[config.mk]
export PLATFORM = sky130hd
export DESIGN_NAME = multicycle_controller
export DESIGN_NICKNAME = d
export VERILOG_FILES = /design/src/rtl/multicycle_controller_pkg.sv /design/src/rtl/mem_wait_timer.sv /design/src/rtl/multicycle_controller.sv
export SDC_FILE = /design/constraint.sdc
export NUM_CORES = 1
export LEC_CHECK = 0
export CAP_MARGIN = 10
export CORE_AREA = 5 5 72 74
export CTS_CLUSTER_DIAMETER = 80
export DETAILED_ROUTE_END_ITERATION = 8
export DIE_AREA = 0 0 77 79
export PLACE_DENSITY = 0.61
export SLEW_MARGIN = 20
export SYNTH_ARGS = -nofsm -noshare
export SYNTH_HDL_FRONTEND = slang
export SYNTH_HIERARCHICAL = 1
export SYNTH_SLANG_ARGS = --single-unit
[constraint.sdc]
create_clock -name clk -period 1.8 [get_ports clk]
set_input_delay 0.36 -clock clk [delete_from_list [all_inputs] [get_ports clk]]
set_output_delay 0.36 -clock clk [all_outputs]
set_load 0.02 [all_outputs]
[src/rtl/multicycle_controller_pkg.sv]
// Purpose: shared state encoding, opcode and ALU-op constants for the multicycle controller.
// Latency: n/a (types and constants only).
// Backpressure: n/a.
package multicycle_controller_pkg;

  // Controller states; the encoding is exported on state_o for debug
  typedef enum logic [2:0] {
    S_FETCH  = 3'd0,
    S_DECODE = 3'd1,
    S_EXEC   = 3'd2,
    S_MEM    = 3'd3,
    S_WB     = 3'd4,
    S_FAULT  = 3'd5
  } state_t;

  // Supported instruction opcodes (RV32 major opcodes)
  localparam logic [6:0] OP_R      = 7'b0110011;
  localparam logic [6:0] OP_I      = 7'b0010011;
  localparam logic [6:0] OP_LOAD   = 7'b0000011;
  localparam logic [6:0] OP_STORE  = 7'b0100011;
  localparam logic [6:0] OP_BRANCH = 7'b1100011;

  // ALU operation selects
  localparam logic [1:0] ALU_ADD   = 2'b00;
  localparam logic [1:0] ALU_SUB   = 2'b01;
  localparam logic [1:0] ALU_FUNCT = 2'b10;

  // Width of the memory wait counter
  localparam int WAIT_W = 8;

  // True when the opcode is one this controller can execute
  function automatic logic isLegalOpcode(input logic [6:0] op, input logic branchEn);
    logic legal;
    legal = 1'b0;
    case (op)
      OP_R, OP_I, OP_LOAD, OP_STORE: legal = 1'b1;
      OP_BRANCH:                     legal = branchEn;
      default:                       legal = 1'b0;
    endcase
    return legal;
  endfunction

endpackage

[src/rtl/mem_wait_timer.sv]
// Purpose: counts cycles spent waiting on mem_ready in FETCH/MEM and flags a timeout.
// Latency: count registered; timedOut is a combinational compare of the registered count.
// Backpressure: none; it only observes the handshake.
module mem_wait_timer
  import multicycle_controller_pkg::*;
#(
  parameter int MEM_TIMEOUT = 16
) (
  input  logic clk,
  input  logic reset,
  input  logic waitActive,
  input  logic memReady,
  output logic timedOut
);

  localparam logic [WAIT_W-1:0] LIMIT   = WAIT_W'(MEM_TIMEOUT);
  localparam logic [WAIT_W-1:0] ONE     = WAIT_W'(1);
  localparam logic [WAIT_W-1:0] SAT_MAX = '1;

  logic [WAIT_W-1:0] waitCount;

  // Count wait cycles; any cycle outside a memory state, or a completed handshake,
  // returns the count to zero so every FETCH/MEM entry starts fresh
  always_ff @(posedge clk or posedge reset) begin
    if (reset) begin
      waitCount <= '0;
    end else if (!waitActive || memReady) begin
      waitCount <= '0;
    end else if (waitCount != SAT_MAX) begin
      waitCount <= waitCount + ONE;
    end
  end

  // The count equals the number of wait cycles already spent, so MEM_TIMEOUT waits
  // are tolerated and the cycle after them still gets one chance to see mem_ready
  assign timedOut = (waitCount >= LIMIT);

endmodule

[src/rtl/multicycle_controller.sv]
// Purpose: multicycle CPU control FSM (FETCH/DECODE/EXEC/MEM/WB/FAULT) driving datapath strobes.
// Latency: R/I 4 cycles, load 5, store 4, branch 3 with zero memory wait.
// Backpressure: FETCH and MEM stall on mem_ready low; timeout after MEM_TIMEOUT waits forces FAULT.
module multicycle_controller
  import multicycle_controller_pkg::*;
#(
  parameter int MEM_TIMEOUT = 16,
  parameter bit BRANCH_EN   = 1'b1
) (
  input  logic       clk,
  input  logic       reset,
  input  logic [6:0] opcode,
  input  logic       zero,
  input  logic       mem_ready,
  output logic       ALUSrc,
  output logic       MemtoReg,
  output logic       RegWrite,
  output logic       MemRead,
  output logic       MemWrite,
  output logic [1:0] ALUOp,
  output logic       IorD,
  output logic       IRWrite,
  output logic       PCWrite,
  output logic       PCSrc,
  output logic       fault,
  output logic [2:0] state_o
);

  state_t     state;
  logic [6:0] opcodeQ;
  logic       faultQ;
  logic       waitActive;
  logic       timedOut;
  logic       isRType;
  logic       isLoad;
  logic       isStore;
  logic       isBranch;

  // Instruction class decoded from the latched opcode only, never from the live input
  assign isRType  = (opcodeQ == OP_R);
  assign isLoad   = (opcodeQ == OP_LOAD);
  assign isStore  = (opcodeQ == OP_STORE);
  assign isBranch = BRANCH_EN && (opcodeQ == OP_BRANCH);

  assign waitActive = (state == S_FETCH) || (state == S_MEM);

  mem_wait_timer #(
    .MEM_TIMEOUT(MEM_TIMEOUT)
  ) uWaitTimer (
    .clk       (clk),
    .reset     (reset),
    .waitActive(waitActive),
    .memReady  (mem_ready),
    .timedOut  (timedOut)
  );

  // State register, opcode latch and sticky fault flag
  always_ff @(posedge clk or posedge reset) begin
    if (reset) begin
      state   <= S_FETCH;
      opcodeQ <= '0;
      faultQ  <= 1'b0;
    end else begin
      case (state)
        S_FETCH: begin
          if (mem_ready) begin
            state <= S_DECODE;
          end else if (timedOut) begin
            state  <= S_FAULT;
            faultQ <= 1'b1;
          end
        end
        S_DECODE: begin
          opcodeQ <= opcode;
          if (isLegalOpcode(opcode, BRANCH_EN)) begin
            state <= S_EXEC;
          end else begin
            state  <= S_FAULT;
            faultQ <= 1'b1;
          end
        end
        S_EXEC: begin
          if (isBranch) begin
            state <= S_FETCH;
          end else if (isLoad || isStore) begin
            state <= S_MEM;
          end else begin
            state <= S_WB;
          end
        end
        S_MEM: begin
          if (mem_ready) begin
            state <= isLoad ? S_WB : S_FETCH;
          end else if (timedOut) begin
            state  <= S_FAULT;
            faultQ <= 1'b1;
          end
        end
        S_WB: begin
          state <= S_FETCH;
        end
        S_FAULT: begin
          state  <= S_FAULT;
          faultQ <= 1'b1;
        end
        default: begin
          state  <= S_FAULT;
          faultQ <= 1'b1;
        end
      endcase
    end
  end

  // Datapath strobes from state, latched opcode, zero and mem_ready; all held low in reset
  always_comb begin
    ALUSrc   = 1'b0;
    MemtoReg = 1'b0;
    RegWrite = 1'b0;
    MemRead  = 1'b0;
    MemWrite = 1'b0;
    ALUOp    = ALU_ADD;
    IorD     = 1'b0;
    IRWrite  = 1'b0;
    PCWrite  = 1'b0;
    PCSrc    = 1'b0;
    if (!reset) begin
      case (state)
        S_FETCH: begin
          MemRead = 1'b1;
          if (mem_ready) begin
            IRWrite = 1'b1;
            PCWrite = 1'b1;
          end
        end
        S_EXEC: begin
          if (isRType) begin
            ALUOp = ALU_FUNCT;
          end else if (isBranch) begin
            ALUOp   = ALU_SUB;
            PCSrc   = 1'b1;
            PCWrite = zero;
          end else begin
            ALUSrc = 1'b1;
            ALUOp  = ALU_ADD;
          end
        end
        S_MEM: begin
          IorD     = 1'b1;
          MemRead  = isLoad;
          MemWrite = isStore;
        end
        S_WB: begin
          RegWrite = 1'b1;
          MemtoReg = isLoad;
        end
        default: begin
        end
      endcase
    end
  end

  assign fault   = faultQ;
  assign state_o = state;

endmodule

==> impl_metrics.ini, run 1 <==
[status]
status = finished, violations left
violations = setup timing

[place]
io_buffers = 25
dp_hpwl_um = 2450
placed_area_um2 = 1790
dp.cells = 242
pre_cts_ws_ns = -0.731
place.gp.congestion = 0.799

[global_routing]
grt_max_degree = 15
overflow = 0
grt_first_pass_wirelength_um = 5650
antenna_found_initial = 0
grtUsageTotal = 0.113
grt_pass1_vias = 1222

[timing]
tns_ns = -0.740
hold_slack_ns = 0.364
setup_ws_ns = -0.158
max_freq_ghz = 0.511
finalHoldViolations = 0
finalSetupViolations = 7
period_needed_ns = 1.96
finalMaxSlewViolations = 0
relSlewSlack = 0.759
min_period_over_period = 1.09
rsz0062_at_grt = yes
worst_pin_slew_ns = 0.360
skew_ns = 0.00246

[synthesis]
syn-cell-area_um2 = 1270
syn_avg_cell_area_um2 = 9.15
synth_nets = 152
synth-simple-area-share = 0.300
ys_ff_latch = 19
synth_area_leaders = dfrtp_1 (37%), mux2_2 (5.3%), nand3_1 (3.1%)
ys_seq_area_frac = 0.374
synth_mux_area_frac = 0.0531
yosys.area.top_type = dfrtp_1
synthArstFlopShare = 1.00
synth_xor_area_frac = 0.0138
synth_fa_ha_area_frac = 0.0197
yosys_warnings = 6
netlist.area_leader.share = 0.374
synth_cells = 139
synth_compound_area_frac = 0.170
ys_types = 44
yosys_most_used_dff = dfrtp_1
synth_top_family_by_area = simple AND/OR/NAND/NOR gates
synth_edf_count = 0

[floorplanning]
die_h_um = 79
core_region_area_um2 = 4540
pin_count = 26
start_util = 0.281
die_w_um = 77
rows = 25
dieArea_um2 = 6080

[cells_and_area]
diodes = 0
layout-drive-gt1-share = 0.417
final_common_cell = buf_4
final_cell_mix = buf_4 (41), dfrtp_1 (18), clkdlybuf4s50_1 (10)
fin_area_um2 = 1980
final_nets = 213
fin_cells = 253
area_growth_pct = 55.8
final_util = 0.437

[pwr]
switching_share = 0.291
p_seq_frac = 0.423
p_per_area_nw_per_um2 = 693
peakVddDrop_v = 0.000301
internal_power_mw = 0.973
p_total_mw = 1.37
switchingPower_mw = 0.400
clock_power_share = 0.225
p_leak_nw = 0.846
p_comb_frac = 0.352

[worst_setup_path]
r2r_cells = 8
crit_arrival_ns = 1.60
reg2reg_from = state_o[0]$_DFF_PP0_
cp_max_fo = 3
critPathLaunchType = flip-flop
crit_type = reg -> out
end_kind = output pin
r2r-end = uWaitTimer/waitCount[4]$_DFFE_PP0P_
required_ns = 1.44
r2r_slack_ns = 0.07

[job]
maxCapViolCount = 0

[route]
dr.pass1.iters = 4
wl_per_cell_um = 13.2
viasPerCell = 4.96
remaining_drc_errors = 0
drt_iter0_markers = 63
drtAntennaViolNets = 0
via_count = 1254
routed_wl_um = 3350

[clock_tree]
root_buffer = clkbuf_8
cts_tree = built
clockBufferDepth = 2
cts_inserted_buffers = 3
htreeDepth = 1
cts.sinks = 19
path_clk_slew_ns = 0.08
clk_latency_ns = 0.26
ctsHoldBuffers = 0

[min_path]
hold_path_class = in -> async
==> layer usage <==
metal | GRT usage | routed length, um
met3 | 0.0215 | 123
met2 | 0.199 | 1750
met5 | 0 | 0
met1 | 0.138 | 1460
met4 | 0.0361 | 19
==> critical path: stages, from the launching register on <==
cell       delay (ns)
dfrtp_1          0.38
nand4bb_4        0.26
nor3_4           0.16
buf_6            0.14
a31oi_4          0.07
nor3_2           0.17
buf_4            0.16
==> flip-flops by register name, summed over array words and instances (netlist names) <==
signal	count
uWaitTimer/waitCount	8
opcodeQ	7
state_o	3
fault	1
==> power by group through the flow <==
stage               Sequential [mW]  Clock, mW  Combinational [mW]
finish                        0.580      0.309               0.484
global route                  0.596      0.351               0.523
CTS                           0.581      0.320               0.485
detailed placement            0.576          0               0.449
global placement              0.572          0               0.444
floorplan                     0.544          0               0.217
==> synth_stat cells (2+ instances only) <==
master	number
dfrtp_1	19
nand2_1	9
nand3_1	8
a21oi_1	7
inv_1	6
mux2_2	6
nand2b_1	6
nor2_1	6
nor2b_1	5
nor4_1	5
o21ai_0	5
a31oi_1	4
nor3_1	4
nor3b_1	4
a211oi_1	3
and3_1	3
buf_6	3
nand4_1	3
a2111o_1	2
buf_2	2
buf_4	2
clkbuf_1	2
ha_1	2
or4_1	2
xor2_1	2
==> cell families (layout without fill, tap and decap cells) <==
kind of cell	Yosys count	in the layout
AND/OR/NAND/NOR	64	64
XOR/XNOR	2	2
flip-flops	19	19
multiplexers	6	6
adder cells (fa/ha/maj)	2	2
AO/OA/AOI/OAI	31	31
buffers and inverters	15	75
==> layout make-up <==
type | instances | area (um2)
clock inverter | 1 | 7.51
multi-input combinational | 105 | 810
fill | 457 | 2550
inverter | 6 | 22.5
sequential | 19 | 477
clock buffer | 3 | 41.3
timing repair buffer | 65 | 557
tap | 54 | 67.6
==> how the worst max path moves through the flow <==
stage	start	endpoint	cells past startpoint
4_1_cts	opcodeQ[3]$_DFFE_PP0P_	MemRead	6
5_1_grt	opcodeQ[2]$_DFFE_PP0P_	MemRead	6
6_report	opcodeQ[2]$_DFFE_PP0P_	MemRead	6
2_1_floorplan	opcodeQ[2]$_DFFE_PP0P_	ALUOp[0]	5
3_3_place_gp	reset	ALUOp[0]	5
3_5_place_dp	reset	PCSrc	5
==> timing repair <==
item                       in CTS  in global routing
gates cloned                    0                  0
setup endpoints to repair      13                 14
setup buffers                   4                  3
pin swaps                       3                  9
resized for setup              65                 17
Power figures use the tool's default switching activity.
==> run 2: changes to the inputs <==
- ABC_AREA: not set -> 1
- CELL_PAD_IN_SITES_DETAIL_PLACEMENT: not set -> 1
- CELL_PAD_IN_SITES_GLOBAL_PLACEMENT: not set -> 2
- CORE_AREA: 5 5 72 74 -> 5 5 74 76
- DIE_AREA: 0 0 77 79 -> 0 0 79 81
- PLACE_DENSITY: 0.61 -> 0.88
- SKIP_CTS_REPAIR_TIMING: not set -> 1
==> impl_metrics.ini, run 2 <==
[worst_setup_path]
path_delay_family = simple AND/OR/NAND/NOR gates
crit_type = reg -> out
cp_num_buf_inv = 3
crit_arrival_ns = 1.48
cp_slowest_stage_delay_ns = 0.45
cp_max_fo = 4
cp_cell_sequence = inv_2, nand2_4, nor2_4, inv_2, nor2_4, nand2_1, nor2_1, buf_4
critPathLaunchType = flip-flop
end_kind = output pin
slowest_stage = dfrtp_2
required_ns = 1.44

[floorplanning]
start_util = 0.265
pin_count = 26
die_h_um = 81
rows = 25
core_region_area_um2 = 4660
die_w_um = 79
dieArea_um2 = 6400

[synthesis]
ys_ff_latch = 19
synth_compound_area_frac = 0.0800
yosys_warnings = 6
synth_mux_area_frac = 0
synth_most_common_cell = nand2_1
synth_top_family_by_area = simple AND/OR/NAND/NOR gates
synth_area_leaders = dfrtp_1 (38%), nand2_1 (16%), inv_1 (8.8%)
syn_avg_cell_area_um2 = 6.72
synth_edf_count = 0
synth_cells = 184
synth_fa_ha_area_frac = 0.0202
synth_xor_area_frac = 0
synth-simple-area-share = 0.398
yosys.area.top_type = dfrtp_1
syn-cell-area_um2 = 1240
ys_types = 21
netlist.area_leader.share = 0.385
ys_seq_area_frac = 0.385
yosys_most_used_dff = dfrtp_1
synth_common_cells = nand2_1 (52), inv_1 (29), nor2_1 (23)
synth_nets = 197
synthArstFlopShare = 1.00

[clock_tree]
htreeDepth = 1
cts.sinks = 19
clockBufferDepth = 2
path_clk_slew_ns = 0.08
cts_tree = built
root_buffer = clkbuf_8
cts_inserted_buffers = 3
clk_latency_ns = 0.27

[route]
remaining_drc_errors = 0
drtAntennaViolNets = 0
wl_per_cell_um = 12.8
viasPerCell = 4.59
dr.pass1.iters = 4
routed_wl_um = 3770
via_count = 1353
drt_iter0_markers = 28

[cells_and_area]
largest_register_ffs = 8
top_register = uWaitTimer/waitCount
final_cell_mix = nand2_1 (49), buf_4 (39), inv_1 (22)
fin_cells = 295
final_common_cell = nand2_1
diodes = 0
final_util = 0.401
area_growth_pct = 51.2
layout-drive-gt1-share = 0.328
final_nets = 255

[timing]
hold_slack_ns = 0.476
finalSetupViolations = 3
finalHoldViolations = 0
relSlewSlack = 0.764
setup_ws_ns = -0.0431
min_period_over_period = 1.02
worst_pin_slew_ns = 0.354
rsz0062_at_grt = yes
tns_ns = -0.0657
max_freq_ghz = 0.543
period_needed_ns = 1.84
finalMaxSlewViolations = 0
skew_ns = 0.00323

[min_path]
hold_path_class = reg -> reg

[global_routing]
grtUsageTotal = 0.122
grt_max_degree = 12
antenna_found_initial = 0
grt_pass1_vias = 1395
grt_first_pass_wirelength_um = 6070
overflow = 0

[status]
status = finished, violations left
violations = setup timing

[pwr]
clock_power_share = 0.402
p_seq_frac = 0.533
internal_power_mw = 0.608
p_per_area_nw_per_um2 = 428
switching_share = 0.239
p_leak_nw = 0.933
peakVddDrop_v = 0.000250
p_comb_frac = 0.065
switchingPower_mw = 0.191

[place]
dp_hpwl_um = 3020
dp.cells = 289
pre_cts_ws_ns = -0.398
io_buffers = 25
place.gp.congestion = 0.789

[job]
maxCapViolCount = 0
## run 2: cell types whose count changed after synthesis, sizes merged, moves of 5 or more
| cell | change |
|---|---|
| nand3 | +14 |
| nor2 | +19 |
| inv | +24 |
| buf | -5 |
| nor2b | -5 |
| nand2b | -6 |
| nand2 | +44 |
| nor4 | -5 |
| mux2 | -6 |
## run 2: final cells by class
cell class              count  area (um2)
fillers                   595        2790
multi-input cells         131         691
flip-flops and latches     19         479
repair buffers             57         473
inverters                  30         113
well taps                  54        67.6
clock buffers               3        41.3
clock inverters             1        5.00
## run 2: cells by family (layout without fill, tap and decap cells)
family,count (synthesis),after routing
buffers and inverters,34,91
and+or+nand+nor,111,111
DFF,19,19
AOI/OAI and AO/OA,18,18
adders and majority gates,2,2
## run 2: per-layer routing
metal	routed length, um	global-route usage	part of all wire	vias up
met5	0	0	0	-
met4	40	0.0361	0.011	0
met3	106	0.0200	0.028	5
met2	2150	0.244	0.57	15
met1	1480	0.130	0.39	643
li1	-	-	-	690
## run 2: stage by stage
stage | total power [mW] | cell area [um2]
6_report | 0.800 | 1870
3_3_place_gp | 0.487 | 1750
4_1_cts | 0.811 | 1800
3_5_place_dp | 0.488 | 1750
2_1_floorplan | 0.449 | 1240
5_1_grt | 0.825 | 1870
## run 2: power groups by stage
| stage | Combinational [mW] | Sequential (mW) | Clock (mW) |
|---|---|---|---|
| after floorplan | 0.0145 | 0.435 | 0 |
| after global placement | 0.0523 | 0.435 | 0 |
| after detailed placement | 0.0527 | 0.435 | 0 |
| after CTS | 0.0532 | 0.426 | 0.332 |
| after global routing | 0.0577 | 0.426 | 0.341 |
| final | 0.0524 | 0.426 | 0.321 |
## run 2: worst paths after layout
| check | from | endpoint | slack (ns) | depth (start not counted) |
|---|---|---|---|---|
| setup / recovery | state_o[0]$_DFF_PP0_ | ALUSrc | -0.04 | 8 |
| hold / removal | fault$_DFFE_PP0P_ | fault$_DFFE_PP0P_ | 0.48 | 2 |
| setup reg to reg | state_o[0]$_DFF_PP0_ | uWaitTimer/waitCount[5]$_DFFE_PP0P_ | 0.15 | 10 |
| hold reg to reg | fault$_DFFE_PP0P_ | fault$_DFFE_PP0P_ | 0.48 | 2 |
| max in group asynchronous | reset | uWaitTimer/waitCount[3]$_DFFE_PP0P_ | 0.92 | 3 |
| min in group asynchronous | reset | state_o[1]$_DFF_PP0_ | 0.51 | 3 |
## run 2: tightest hold or removal path: cells and delay by family, from the launching register on
family        cells  cell delay [ns]
flops             1             0.35
buf+inv           1             0.04
simple gates      1             0.05
